$ cat src/rtl/ras_pkg.sv
// Shared constants and command type for the return-address-stack frontend.
package ras_pkg;

  localparam logic [6:0] OP_JAL    = 7'b1101111;
  localparam logic [6:0] OP_JALR   = 7'b1100111;
  localparam logic [6:0] OP_BRANCH = 7'b1100011;

  localparam logic [4:0] LINK_RA = 5'd1;
  localparam logic [4:0] LINK_T0 = 5'd5;

  typedef struct packed {
    logic push;
    logic pop;
    logic branch;
  } ras_cmd_t;

  function automatic logic is_link(input logic [4:0] r);
    return (r == LINK_RA) || (r == LINK_T0);
  endfunction

endpackage

$ cat src/rtl/ras_hint_decode.sv
// Combinational classifier: turns an RV32 instruction word into RAS push/pop/branch hints.
module ras_hint_decode
  import ras_pkg::*;
(
  input  logic [31:0] instr,
  output ras_cmd_t    cmd
);

  logic [6:0] opcode;
  logic [4:0] rd;
  logic [4:0] rs1;
  logic       rd_link;
  logic       rs1_link;
  logic       unused_bits;

  assign opcode      = instr[6:0];
  assign rd          = instr[11:7];
  assign rs1         = instr[19:15];
  assign rd_link     = is_link(rd);
  assign rs1_link    = is_link(rs1);
  assign unused_bits = ^{instr[31:20], instr[14:12]};

  always_comb begin
    cmd = '0;
    case (opcode)
      OP_JAL:    cmd.push = rd_link;
      OP_JALR: begin
        // Coroutine swap (both link, different regs) pops and pushes together.
        cmd.push = rd_link;
        cmd.pop  = rs1_link && (!rd_link || (rd != rs1));
      end
      OP_BRANCH: cmd.branch = 1'b1;
      default:   cmd = '0;
    endcase
  end

endmodule

$ cat src/rtl/ras_frontend.sv
// Fetch-side RAS command generator: accepts instructions, tracks unresolved branches,
// and issues registered push/pop/branch/close pulses one cycle after accept/resolve.
module ras_frontend
  import ras_pkg::*;
#(
  parameter int WIDTH         = 32,
  parameter int MAXBRANCHES   = 16,
  parameter int BRANCHES_ADDR = 4
) (
  input  logic                   clk,
  input  logic                   rst,
  input  logic                   in_valid,
  output logic                   in_ready,
  input  logic [WIDTH-1:0]       in_pc,
  input  logic [31:0]            in_instr,
  input  logic                   res_valid,
  input  logic                   res_correct,
  output logic                   ras_push,
  output logic                   ras_pop,
  output logic                   ras_branch,
  output logic                   ras_close_valid,
  output logic                   ras_close_invalid,
  output logic [WIDTH-1:0]       ras_din,
  output logic [BRANCHES_ADDR:0] outstanding,
  output logic                   err_underflow
);

  localparam logic [BRANCHES_ADDR:0] MAX_CNT = (BRANCHES_ADDR + 1)'(MAXBRANCHES);

  ras_cmd_t                 dec_cmd;
  ras_cmd_t                 cmd;
  logic [BRANCHES_ADDR:0]   cnt;
  logic [BRANCHES_ADDR:0]   cnt_next;
  logic                     mispredict;
  logic                     accept;
  logic                     have_open;
  logic                     close_v;
  logic                     close_i;

  ras_hint_decode u_decode (
    .instr (in_instr),
    .cmd   (dec_cmd)
  );

  // Handshake: an instruction transfers when in_valid && in_ready on a rising edge.
  // in_ready drops when the checkpoint FIFO is full, while a mispredict flushes,
  // and during reset; in_valid may be held or withdrawn freely.
  assign mispredict = res_valid && !res_correct;
  assign in_ready   = !rst && (cnt != MAX_CNT) && !mispredict;
  assign accept     = in_valid && in_ready;
  assign cmd        = accept ? dec_cmd : '0;

  assign have_open  = (cnt != '0);
  assign close_v    = res_valid && res_correct && have_open;
  assign close_i    = mispredict && have_open;

  always_comb begin
    cnt_next = cnt;
    if (close_i) begin
      cnt_next = '0;
    end else if (cmd.branch && !close_v) begin
      cnt_next = cnt + 1'b1;
    end else if (!cmd.branch && close_v) begin
      cnt_next = cnt - 1'b1;
    end
  end

  always_ff @(posedge clk) begin
    if (rst) begin
      cnt               <= '0;
      ras_push          <= 1'b0;
      ras_pop           <= 1'b0;
      ras_branch        <= 1'b0;
      ras_close_valid   <= 1'b0;
      ras_close_invalid <= 1'b0;
      ras_din           <= '0;
      err_underflow     <= 1'b0;
    end else begin
      cnt               <= cnt_next;
      ras_push          <= cmd.push;
      ras_pop           <= cmd.pop;
      ras_branch        <= cmd.branch;
      ras_close_valid   <= close_v;
      ras_close_invalid <= close_i;
      if (cmd.push) begin
        ras_din <= in_pc + WIDTH'(4);
      end
      if (res_valid && !have_open) begin
        err_underflow <= 1'b1;
      end
    end
  end

  assign outstanding = cnt;

endmodule

$ cat config.mk
export PLATFORM = sky130hd
export DESIGN_NAME = ras_frontend
export DESIGN_NICKNAME = d
export VERILOG_FILES = /design/src/rtl/ras_pkg.sv /design/src/rtl/ras_hint_decode.sv /design/src/rtl/ras_frontend.sv
export SDC_FILE = /design/constraint.sdc
export NUM_CORES = 1
export LEC_CHECK = 0
export ABC_AREA = 1
export BUFFER_PORTS_ARGS = -buffer_cell sky130_fd_sc_hd__buf_4
export CAP_MARGIN = 20
export CORE_MARGIN = 3
export CORE_UTILIZATION = 49
export DETAILED_ROUTE_END_ITERATION = 16
export GPL_TIMING_DRIVEN = 0
export PLACE_DENSITY = 0.78
export SETUP_SLACK_MARGIN = 0.15
export SLEW_MARGIN = 15
export SYNTH_ARGS = -nofsm -noshare
export SYNTH_HDL_FRONTEND = slang
export SYNTH_HIERARCHICAL = 1
export SYNTH_SLANG_ARGS = --single-unit
$ cat constraint.sdc
create_clock -name clk -period 2.4 [get_ports clk]
set_input_delay 0.48 -clock clk [delete_from_list [all_inputs] [get_ports clk]]
set_output_delay 0.48 -clock clk [all_outputs]
set_load 0.02 [all_outputs]
==> results of run 1 <==
==> cell usage in the layout (no fill, tap or decap), drive strengths merged <==
cell type / n
xnor2: 10
o21ai: 11
dfxtp: 43
nand3b: 4
o211ai: 1
xor2: 5
inv: 61
nand4: 1
a21oi: 22
nor2: 70
nand3: 34
a211oi: 1
ha: 5
fa: 1
buf: 103
o21bai: 1
or2: 2
clkbuf: 8
clkinvlp: 2
nor4: 1
and2: 1
nand2: 159
a21boi: 2
==> per-stage QoR <==
| step | area, um^2 | power, mW | instances | hold slack (ns) |
|---|---|---|---|---|
| finish | 3700 | 2.10 | 618 | 0.393 |
| global route | 3700 | 2.24 | 618 | 0.392 |
| CTS | 3670 | 2.08 | 618 | 0.390 |
| detailed placement | 3580 | 1.59 | 610 | 0.456 |
| global placement | 3580 | 1.57 | 610 | 0.451 |
| floorplan | 2760 | 1.32 | 443 | 0.534 |
==> layer usage <==
layer | vias to the layer above | share of wire, % | global-route usage (%)
li1 | 1567 | - | -
met2 | 95 | 49 | 45.2
met1 | 1368 | 42 | 27.7
met3 | 9 | 6.7 | 4.43
met4 | 0 | 1.4 | 6.08
met5 | - | 0 | 0
==> timing repair <==
action / 4_1_cts / 5_1_grt
hold endpoints to repair: 0 / 0
resized for setup: 0 / 8
setup endpoints to repair: 0 / 3
==> layout make-up <==
| type | count | area, um^2 | area share (%) |
|---|---|---|---|
| Inverter | 60 | 225 | 6.09 |
| Buffer | 9 | 51.3 | 1.39 |
| Multi-Input combinational cell | 331 | 1650 | 44.5 |
| Timing Repair Buffer | 97 | 728 | 19.7 |
| Clock inverter | 3 | 23.8 | 0.643 |
| Sequential cell | 43 | 865 | 23.4 |
| Clock buffer | 5 | 68.8 | 1.86 |
| Tap cell | 70 | 87.6 | 2.37 |
==> cell families (layout without fill, tap and decap cells) <==
kind of cell / after synthesis / count (layout) / share of synthesized area, %
fa+ha+maj: 6 / 6 / 2.99
compound gates: 38 / 38 / 7.74
xor+xnor: 15 / 15 / 4.75
simple gates: 272 / 272 / 43.4
buf+inv: 69 / 174 / 10.0
flops: 43 / 43 / 31.1
==> power breakdown <==
group	internal [mW]	total [mW]	leakage [nW]	switching, mW
Clock	0.208	0.485	0.0408	0.277
Combinational	0.350	0.775	1.51	0.425
Sequential	0.772	0.842	0.348	0.0704
==> Yosys cell counts (all sizes together) <==
cell,instances,area [um^2]
o21ai,11,55.1
xnor2,10,87.6
inv,60,225
buf,6,40.0
nand3,34,188
o21bai,1,7.51
a21oi,22,121
nor4,1,12.5
ha,5,62.6
nand4,1,12.5
fa,1,20.0
a211oi,1,7.51
o211ai,1,7.51
and2,1,6.26
dfxtp,43,861
nand2,159,609
xor2,5,43.8
a21boi,2,15.0
nor2,70,325
or2,2,15.0
clkbuf,3,11.3
nand3b,4,30.0
==> how the worst min path moves through the flow <==
stage / to / cells past startpoint / startpoint
floorplan: ras_din[0] / 2 / ras_din[0]
global placement: err_underflow / 2 / err_underflow
detailed placement: ras_din[1] / 2 / ras_din[1]
CTS: ras_din[1] / 2 / rst
global route: ras_din[1] / 2 / rst
finish: ras_din[1] / 2 / rst
==> sequential cells by signal (all words and copies together) (netlist names) <==
name               count
outstanding            5
ras_branch             1
ras_close_valid        1
ras_close_invalid      1
ras_din               32
err_underflow          1
ras_pop                1
ras_push               1
==> impl_summary.md, run 1 <==
Outcome
The run finished with clean final reports.

Critical path
The worst setup path is launched from a flip-flop. The critical path data required time is 2.63 ns. The cell type group with the largest total delay on the critical path is simple AND/OR/NAND/NOR gates.

The largest individual stage delay along the critical path comes from the cell sky130_fd_sc_hd__dfxtp_2. The total buffers and inverters traversed by the critical path is 1. The critical path in this run is classified as flip-flop to flip-flop. For the worst flop-to-flop path, the logic depth is 12.

Across all register-to-register paths, the minimum setup slack is 0.33 ns. The capturing element type of the critical path is a flip-flop. The startpoint of the worst setup timing path is outstanding[0]. Traced cell by cell, the critical path runs through nor2_2, nand3_2, nand3_4, nor2_1, ha_1, inv_2, ha_1, a21oi_1, nand2_1, xor2_1, nand2_1, a21oi_1. The endpoint arrival time on the critical path is 2.30 ns. The startpoint identified for the worst register-to-register timing path is outstanding[0].

The instance count on the critical path is 12. The largest single stage delay on the critical path is 0.37 ns. The critical path ends at outstanding[4]. The capturing point of the worst reg2reg path is outstanding[4].

In this run the worst path has a maximum fanout of 5.

Clocking
The number of buffers inserted to repair setup after CTS is 0. TritonCTS built the clock tree. The clock tree synthesis step divided the H-tree into 2 levels. The root buffer cell chosen for the clock tree is sky130_fd_sc_hd__clkbuf_8. The clock tree buffer depth is 2. The number of clock sinks is 43. The clock input transition at the sequential cells of the worst setup and hold paths is 0.09 ns. The hold buffer count at CTS is 0. The number of clock buffers added by TritonCTS is 5. At the later pin of the worst-skew pair, clock insertion delay measures 0.30 ns.

Final layout
At the end of the flow the core is filled with cells to 70.1%. The number of nets in the layout is 622. The layout filler cell count is 493. The proportion of layout cells with a drive suffix above 1 is 25.9%.

The number of inserted diodes is 0. The area growth from synthesis to final layout is 33.7%.

Synth
When the netlist entered floorplanning its net count stood at 518. The count of yosys warnings during synthesis is 6. In the synthesized netlist, the number of instances is 443. The number of flip-flops and latches in the synthesized netlist is 43. The post-synthesis area per instance is 6.24 um^2.

Summing every instance area after synthesis gives 0.00276 mm^2. The distinct cell type count after synthesis is 32. After synthesis, flip-flops and latches occupy 31.1% of the total area.

Timing
In the final timing run, aggregate negative setup slack is 0 ns. The count of endpoints failing hold in the final timing report is 0. The number of pins with negative max-slew slack in the final report is 0.

For the pin with the worst max-slew slack, the measured transition is 0.525 ns. The worst relative slew slack is 65.0%. The share of the cycle needed by the critical path after routing is 86.1%. Static timing analysis puts the maximum clock frequency at 484 MHz.

On the final layout, the worst clock skew is 0.00934 ns. Setup repair after global routing left no endpoint under its margin. After layout, the worst setup slack is 0.334 ns. The time the final worst path needs with I/O delays and setup is 2.07 ns. The final-report setup violation count is 0.

Pwr
The peak supply drop is 353 uV. For this design the ratio of total power to cell area is 569 mW/mm^2. The total leakage power is 1.90 nW.

Die
The number of primary I/O pins is 113. The core region is 0.00527 mm^2. The y dimension of the die is 81.1 um. The placement row count is 26. The starting density of the core is 52.4%. The floorplan die width is 81.1 um. The die covers 0.00658 mm^2.

Global route
The number of antenna violations at the first check in global routing came to 0. The via count of the first global-routing pass was 2,815. The maximum number of pins on one net before global-route repair is 16. For this run the aggregate overflow at the end of global routing stands at 0.

The total track usage is 24.0%. The first global-routing pass estimated 12,400 um of wire.

Place
Before CTS, the worst setup slack after placement is 0.0232 ns. The routability congestion estimate is 0.894. Input and output buffers added on the ports amount to 97.

The post-detailed-placement half-perimeter wirelength is 6390 um.

Drt
Summed over all layers, the routed wires come to 7870 um. The total iterations of the first detailed-routing run is 4. In the final routed layout, each cell accounts on average for 12.7 um. After detailed routing, the number of remaining DRC violations is 0. The starting DRC count in detailed routing is 114. Once detail routing completed, the nets flagged for antenna violations numbered 0.

The routed layout has 3,039 vias. The via-per-instance ratio is 4.92.

Hold path
The class of the worst hold path is primary input to flip-flop.

Run
Max-cap violations in this run came to 0.
No activity file was read; power rests on OpenSTA's default activity.
==> run 2: changes to the inputs <==
- ABC_AREA: 1 -> 0
- CORE_UTILIZATION: 49 -> 47
- PLACE_DENSITY: 0.78 -> 0.77
==> run 2 against run 1 <==
  * The flow now finishes with violations (negative setup slack)
  * Utilization grew 0.58 points
  * Area after synthesis shrank 12%
  * Worst hold slack lost 0.021 ns
  * Wire length shrank 6.3%
  * Synthesized cell count shrank 38%
  * Final area shrank 6.6%
  * Critical path type unchanged
  * Critical endpoint unchanged
==> impl_summary.md, run 2 <==
Die
The y dimension of the die is 78.1 um (-3.7%). The full die area is 0.00610 mm^2 (-7.2%). The floorplan die width is 78.1 um (-3.7%). The number of primary I/O pins is 113 (unchanged).

The placement row count is 25 (-3.8%). The placeable core area is 0.00488 mm^2 (-7.4%). The starting density of the core is 50.1% (-2.3 points).

Synth
The most frequently used cell type in the post-synthesis netlist is sky130_fd_sc_hd__dfxtp_1. The area fraction of the dominant cell type after synthesis is 35.2% (+4.1 points). Sorting the synthesized cells by how often they occur yields sky130_fd_sc_hd__dfxtp_1 (43), sky130_fd_sc_hd__nor2_1 (19), sky130_fd_sc_hd__nand2_1 (18). The instance count of the mapped netlist is 273 (-38%). The sequential element share of the synthesized area is 35.2% (+4.1 points).

The distinct cell type count after synthesis came to 47 (+47%). By area the synthesized netlist is led by sky130_fd_sc_hd__dfxtp_1 (35%), sky130_fd_sc_hd__a311o_1 (4.9%), sky130_fd_sc_hd__o211a_1 (4.5%). The number of flip-flops and latches in the synthesized netlist is 43 (unchanged). The count of yosys warnings during synthesis came to 6 (unchanged). The async set-or-reset flop fraction in the synthesized netlist is 0% (unchanged).

The combined area of all synthesized cells is 0.00244 mm^2 (-12%). The post-synthesis area per instance is 8.96 um^2 (+44%). The post-synth net total is 348 (-33%).

The dominant cell type by area after synthesis is sky130_fd_sc_hd__dfxtp_1. The number of enable-type register cells in the synthesized netlist came to 0 (unchanged). The leading register cell type out of synthesis is sky130_fd_sc_hd__dfxtp_1.

Place
The total of buffers placed on input and output ports is 96 (-1.0%). The routability congestion estimate is 0.795 (-11%). The post-detailed-placement half-perimeter wirelength came to 5580 um (-13%). The pre-CTS setup slack was -0.340 ns (-0.363 ns).

Timing
The maximum clock rate came to 386 MHz (-20%). The final-report setup violation count was 2 (+2). The final worst slack is -0.191 ns (-0.525 ns). Setup repair after global routing could not meet its margin everywhere. The number of pins with negative max-slew slack in the final report came to 0 (unchanged). The share of the cycle needed by the critical path after routing is 108% (+22 points). The count of endpoints failing hold in the final timing report is 0 (unchanged). The worst relative slew slack is 44.9% (-20 points).

The time the final worst path needs with I/O delays and setup is 2.59 ns (+0.525 ns). The worst hold-check slack is 0.372 ns (-0.0212 ns). The worst-case clock skew is 0.00837 ns (-0.000970 ns). The actual slew at the worst max-slew pin is 0.819 ns (+0.293 ns).

Pwr
The total leakage power is 1.47 nW (-23%). The power per cell area is 664 mW/mm^2 (+17%). The peak supply drop is 445 uV (+26%).

Critical path
The number of cells on the worst reg-to-reg path is 10 (-2). In this run the critical register-to-register path is captured at outstanding[4]. The slack of the worst reg-to-reg path came to -0.19 ns (-0.53 ns). The endpoint arrival time on the critical path is 2.81 ns (+0.51 ns). The biggest fanout along the worst timing path is 5 (unchanged). The critical path data required time is 2.62 ns (about the same).

The worst setup path is launched from a flip-flop. STA classifies the critical path endpoint as a flip-flop. The source of the worst register-to-register timing path is outstanding[2].

The critical path is of the flip-flop to flip-flop type.

Final layout
The number of nets in the layout is 457 (-27%). The flip-flop count of the largest register after layout came to 32 (unchanged). The end-of-flow core utilization is 70.7% (+0.58 points). The area growth from synthesis to final layout is 41.1%. The library cell used most frequently in the layout, excluding fill and tap cells, is sky130_fd_sc_hd__buf_4. The top cell types in the final layout, fill and taps aside, are sky130_fd_sc_hd__buf_4 (104), sky130_fd_sc_hd__dfxtp_1 (40), sky130_fd_sc_hd__nor2_1 (19), sky130_fd_sc_hd__nand2_1 (18), sky130_fd_sc_hd__nor4_1 (17). The number of inserted diodes is 0 (unchanged). The proportion of layout cells with a drive suffix above 1 came to 38.0% (+12 points). The register containing the most flip-flops in the final layout is ras_din.

Drt
The number of nets with antenna violations after routing is 0 (unchanged). The starting DRC count in detailed routing came to 131 (+15%). The average routed wire per standard cell is 16.4 um (+29%).

The post-detailed-routing wire length is 7380 um (-6.3%). The number of remaining DRC errors is 0 (unchanged). The total iterations of the first detailed-routing run came to 4 (unchanged).

The via-per-instance ratio is 5.64 (+15%). The total via count in the routed design is 2,534 (-17%).

Outcome
The flow ran to the end, but the final reports show violations. The checks that failed: negative setup slack.

Hold path
The worst hold path depth is 2 (unchanged). The path class of the tightest hold or removal check is primary input to flip-flop. The worst hold path begins at res_correct. The path with the worst hold slack has its endpoint at ras_close_invalid.

Clocking
The clock tree buffer depth is 2 (unchanged). The root buffer selected by CTS is sky130_fd_sc_hd__clkbuf_8. The H-tree level count is 2 (unchanged). The TritonCTS clock tree is built. The hold buffer count at CTS came to 0 (unchanged). The total clock buffers created by CTS is 5 (unchanged). The clock latency of the later-clocked register in the worst-skew pair came to 0.30 ns (about the same).

The clock input transition at the sequential cells of the worst setup and hold paths came to 0.08 ns (about the same). The number of clock sinks was 43 (unchanged).

Global route
The total overflow reported by the global router was 0 (unchanged). The maximum number of pins on one net before global-route repair was 13 (-3). The first-pass GRT wire length is 11,800 um (-5.0%). The total track usage is 24.1% (+0.048 points). The number of antenna violations at the first check in global routing is 0 (unchanged). The via count of the first global-routing pass was 2,533 (-10%).

Run
The total of max-cap violations came to 0 (unchanged).
-- run 2: cells by family (layout without fill, tap and decap cells) --
family	after synthesis	count (layout)	synth area share [%]
xor+xnor	14	14	5.02
compound gates	68	68	22.1
flops	43	43	35.2
buf+inv	31	140	6.50
simple gates	108	108	26.6
fa+ha+maj	6	6	3.38
mux	3	3	1.23
-- run 2: worst max-delay path by stage --
stage	cells past startpoint	end	slack [ns]	startpoint
global route	10	outstanding[4]	-0.34	outstanding[2]
CTS	10	outstanding[4]	-0.16	outstanding[2]
floorplan	9	outstanding[4]	-0.20	outstanding[1]
detailed placement	9	outstanding[4]	-0.34	outstanding[1]
global placement	9	outstanding[4]	-0.32	outstanding[1]
finish	10	outstanding[4]	-0.19	outstanding[2]
-- run 2: final cells by class --
type	count	area, um^2
plain buffers	15	98.8
fillers	430	1430
clock inverters	1	5.00
repair buffers	103	777
well taps	67	83.8
flip-flops and latches	43	872
multi-input cells	199	1470
clock buffers	6	82.6
inverters	15	58.8
-- run 2: power by group --
| part | internal [mW] | total, mW | switching, mW |
|---|---|---|---|
| Combinational | 0.493 | 0.982 | 0.489 |
| Clock | 0.226 | 0.477 | 0.251 |
| Sequential | 0.782 | 0.833 | 0.0509 |
| Total | 1.50 | 2.29 | 0.791 |
-- run 2: repair_timing --
item,4_1_cts,5_1_grt
pin swaps,3,1
setup buffers,6,1
endpoints found under the setup margin,5,5
gates resized for setup,2,2
hold endpoints to repair,0,0
-- run 2: critical path, cell delays in order, from the launching register on --
cell                       delay [ns]
sky130_fd_sc_hd__dfxtp_4         0.35
sky130_fd_sc_hd__or4_4           0.55
sky130_fd_sc_hd__o211ai_1        0.20
sky130_fd_sc_hd__buf_4           0.16
sky130_fd_sc_hd__ha_4            0.14
sky130_fd_sc_hd__inv_4           0.05
sky130_fd_sc_hd__fa_2            0.34
sky130_fd_sc_hd__a21o_1          0.17
sky130_fd_sc_hd__a21oi_2         0.13
sky130_fd_sc_hd__mux2i_1         0.22
sky130_fd_sc_hd__mux2i_1         0.20
-- run 2: stage by stage --
step | setup TNS, ns | total power [mW] | std cells | instance area (um^2)
2_1_floorplan | -0.347 | 1.40 | 273 | 2500
3_3_place_gp | -0.520 | 1.66 | 436 | 3300
3_5_place_dp | -0.618 | 1.68 | 436 | 3300
4_1_cts | -0.300 | 2.26 | 448 | 3440
5_1_grt | -0.632 | 2.42 | 449 | 3450
6_report | -0.370 | 2.29 | 449 | 3450
-- run 2: per-layer routing --
metal  global-route usage, %  part of all wire [%]  up-vias  wire [um]
met4                    5.07                  0.80        0         59
met5                       0                     0        -          0
met2                    44.0                    51       70       3780
met1                    28.7                    43     1199       3200
li1                        -                     -     1260          -
met3                    5.39                   4.5        5        333
==> run 3: changes to the inputs <==
- CORE_UTILIZATION: 47 -> 40
- PLACE_DENSITY: 0.77 -> 0.67
==> run 3 against run 2 <==
  * The flow still finishes with violations (negative setup slack)
  * Cell count up 0.89%
  * Largest power group unchanged
  * Combinational power down 5.2%
  * Largest cell class unchanged
  * Flip-flop and latch count unchanged
  * Critical path depth down 1
  * Die area up 16%
  * Total power down 3.0%
  * Highest routed layer unchanged
==> impl_summary.md, run 3 (synthesis gave the netlist of run 2 again) <==
Critical path
In this design, the critical path's most frequently occurring cell is sky130_fd_sc_hd__mux2i_1. The total buffers and inverters traversed by the critical path is 1 (-1). The slack of the worst reg-to-reg path is -0.22 ns (-0.03 ns). The source of the worst register-to-register timing path is outstanding[2]. The biggest fanout along the worst timing path was 4 (-1). The worst setup path is launched from a flip-flop. In this run the critical register-to-register path is captured at outstanding[4]. The number of cells on the worst reg-to-reg path was 9 (-1). The setup path with the least slack is of type flip-flop to flip-flop. The endpoint arrival time on the critical path is 2.85 ns (+0.04 ns). The instance count on the critical path was 9 (-1). For this design, the slowest cell found on the critical path is sky130_fd_sc_hd__or4_4.

The capturing element type of the critical path is a flip-flop. The cell type group with the largest total delay on the critical path is compound AO/OA/AOI/OAI gates. The peak per-stage delay on the critical path is 0.58 ns (+0.03 ns).

Walking the worst path, the cells encountered are or4_4, o211ai_1, ha_4, inv_6, fa_2, a21o_1, a21oi_2, mux2i_1, mux2i_1. The critical path data required time is 2.63 ns (about the same).

Hold path
The class of the worst hold path is primary input to flip-flop. The hold-critical path endpoint is ras_close_invalid. In this run the most critical hold path is launched from res_correct.

The worst hold path depth was 2 (unchanged).

Timing
The final worst slack is -0.220 ns (-0.0291 ns). The final-report setup violation count is 2 (unchanged). The maximum clock rate is 382 MHz (-1.1%). The count of endpoints failing hold in the final timing report is 0 (unchanged). Setup repair after global routing could not meet its margin everywhere. The time the final worst path needs with I/O delays and setup is 2.62 ns (+0.0291 ns). The worst relative slew slack is 44.2% (-0.72 points). The worst-case clock skew came to 0.00635 ns (-0.00202 ns). The actual slew at the worst max-slew pin is 0.829 ns (+0.0106 ns). The share of the cycle needed by the critical path after routing is 109% (+1.2 points). The number of pins with negative max-slew slack in the final report is 0 (unchanged).

Place
The post-detailed-placement half-perimeter wirelength was 5320 um (-4.7%). The pre-CTS setup slack came to -0.322 ns (+0.0181 ns). The routability congestion estimate is 0.846 (+6.4%).

The total of buffers placed on input and output ports is 96 (unchanged).

Die
The placement row count is 27 (+8.0%). The number of primary I/O pins is 113 (unchanged). The floorplan die width came to 84.2 um (+7.8%). The starting density of the core is 42.8% (-7.3 points).

The y dimension of the die is 84.2 um (+7.8%). The placeable core area is 0.00571 mm^2 (+17%). The full die area is 0.00709 mm^2 (+16%).

Clocking
The clock tree buffer depth is 2 (unchanged). The number of clock sinks is 43 (unchanged). The clock latency of the later-clocked register in the worst-skew pair was 0.30 ns (about the same). The total clock buffers created by CTS is 5 (unchanged). The H-tree level count was 2 (unchanged).

The tree is rooted in a sky130_fd_sc_hd__clkbuf_8. The TritonCTS clock tree is built. The clock input transition at the sequential cells of the worst setup and hold paths is 0.08 ns (about the same).

Final layout
The proportion of layout cells with a drive suffix above 1 came to 37.8% (-0.16 points). The number of nets in the layout is 455 (-0.44%). The number of inserted diodes is 0 (unchanged). Leaving out fill and tap cells, the most frequent cell in the layout is sky130_fd_sc_hd__buf_4.

The flip-flop count of the largest register after layout was 32 (unchanged). The register containing the most flip-flops in the final layout is ras_din. The end-of-flow core utilization is 60.4% (-10 points). The top cell types in the final layout, fill and taps aside, are sky130_fd_sc_hd__buf_4 (102), sky130_fd_sc_hd__dfxtp_1 (40), sky130_fd_sc_hd__nor2_1 (19), sky130_fd_sc_hd__nand2_1 (18), sky130_fd_sc_hd__nor4_1 (17). The area growth from synthesis to final layout came to 41.1% (about the same).

Drt
The via-per-instance ratio is 5.56 (-1.5%). The total via count in the routed design is 2,519 (-0.59%). The total iterations of the first detailed-routing run was 4 (unchanged).

The starting DRC count in detailed routing is 101 (-23%). The number of remaining DRC errors was 0 (unchanged). The average routed wire per standard cell is 15.6 um (-5.0%).

The number of nets with antenna violations after routing is 0 (unchanged). The post-detailed-routing wire length came to 7070 um (-4.2%).

Pwr
The net load switching power was 776 uW (-1.9%). The total internal power came to 1.45 mW (-3.5%). The combinational fraction of design power is 41.8% (-1.0 points).

The power per cell area came to 645 mW/mm^2 (-2.9%). The clock power share is 20.6% (-0.2 points). The peak supply drop is 560 uV (+26%). The switching part of the total power is 34.9% (+0.38 points). The sequential power share is 37.6% (+1.3 points).

The total leakage power is 1.47 nW (-0.37%).

Global route
The via count of the first global-routing pass is 2,432 (-4.0%). The maximum number of pins on one net before global-route repair is 14 (+1). The number of antenna violations at the first check in global routing is 0 (unchanged). The layer flagged by global routing as most heavily used is met2.

The met2 capacity usage during global routing came to 33.5% (-11 points). The met3 routing resource usage after global routing came to 4.91% (-0.48 points). The met1 capacity usage during global routing is 25.3% (-3.4 points). The total track usage is 19.8% (-4.3 points).

The first-pass GRT wire length is 11,600 um (-2.2%). The total overflow reported by the global router came to 0 (unchanged).

Run
The total of max-cap violations was 0 (unchanged).

Outcome
The flow ran to the end, but the final reports show violations. The final reports fail on negative setup slack.
## run 3: repair_timing
item	in CTS	in global routing
pin swaps	5	0
hold buffers	0	0
endpoints found under the setup margin	5	5
resized for setup	3	3
setup buffers	4	1
## run 3: power groups by stage
stage	Clock (mW)	Combinational, mW	Sequential, mW
6_report	0.458	0.931	0.836
5_1_grt	0.497	1.02	0.845
4_1_cts	0.470	0.901	0.836
3_5_place_dp	0	0.806	0.871
3_3_place_gp	0	0.788	0.866
2_1_floorplan	0	0.476	0.920
## run 3: final cells by class
type / instances / area [um^2]
inverters: 15 / 61.3
multi-input cells: 199 / 1480
well taps: 72 / 90.1
clock inverters: 2 / 12.5
flip-flops and latches: 43 / 872
repair buffers: 101 / 762
clock buffers: 6 / 72.6
fillers: 525 / 2260
plain buffers: 15 / 98.8
## run 3: worst max path at each step
stage                   start        endpoint  slack [ns]
4_1_cts        outstanding[2]  outstanding[4]       -0.24
2_1_floorplan  outstanding[1]  outstanding[4]       -0.20
5_1_grt        outstanding[2]  outstanding[4]       -0.33
3_3_place_gp      in_instr[4]  outstanding[4]       -0.27
6_report       outstanding[2]  outstanding[4]       -0.22
3_5_place_dp      in_instr[4]  outstanding[4]       -0.32
## run 3: per-stage QoR
stage / std cells / area (um^2) / TNS [ns] / hold WS [ns] / total power, mW
after global routing: 453 / 3450 / -0.668 / 0.368 / 2.37
after floorplan: 273 / 2500 / -0.347 / 0.533 / 1.40
after global placement: 441 / 3310 / -0.464 / 0.445 / 1.65
after CTS: 452 / 3430 / -0.431 / 0.357 / 2.21
after detailed placement: 441 / 3310 / -0.606 / 0.454 / 1.68
final: 453 / 3450 / -0.389 / 0.364 / 2.22
## run 3: metal layers
metal | up-vias | part of all wire [%]
met5 | - | 0
met4 | 0 | 0.92
met3 | 6 | 6.9
met2 | 82 | 48
met1 | 1168 | 44
li1 | 1263 | -
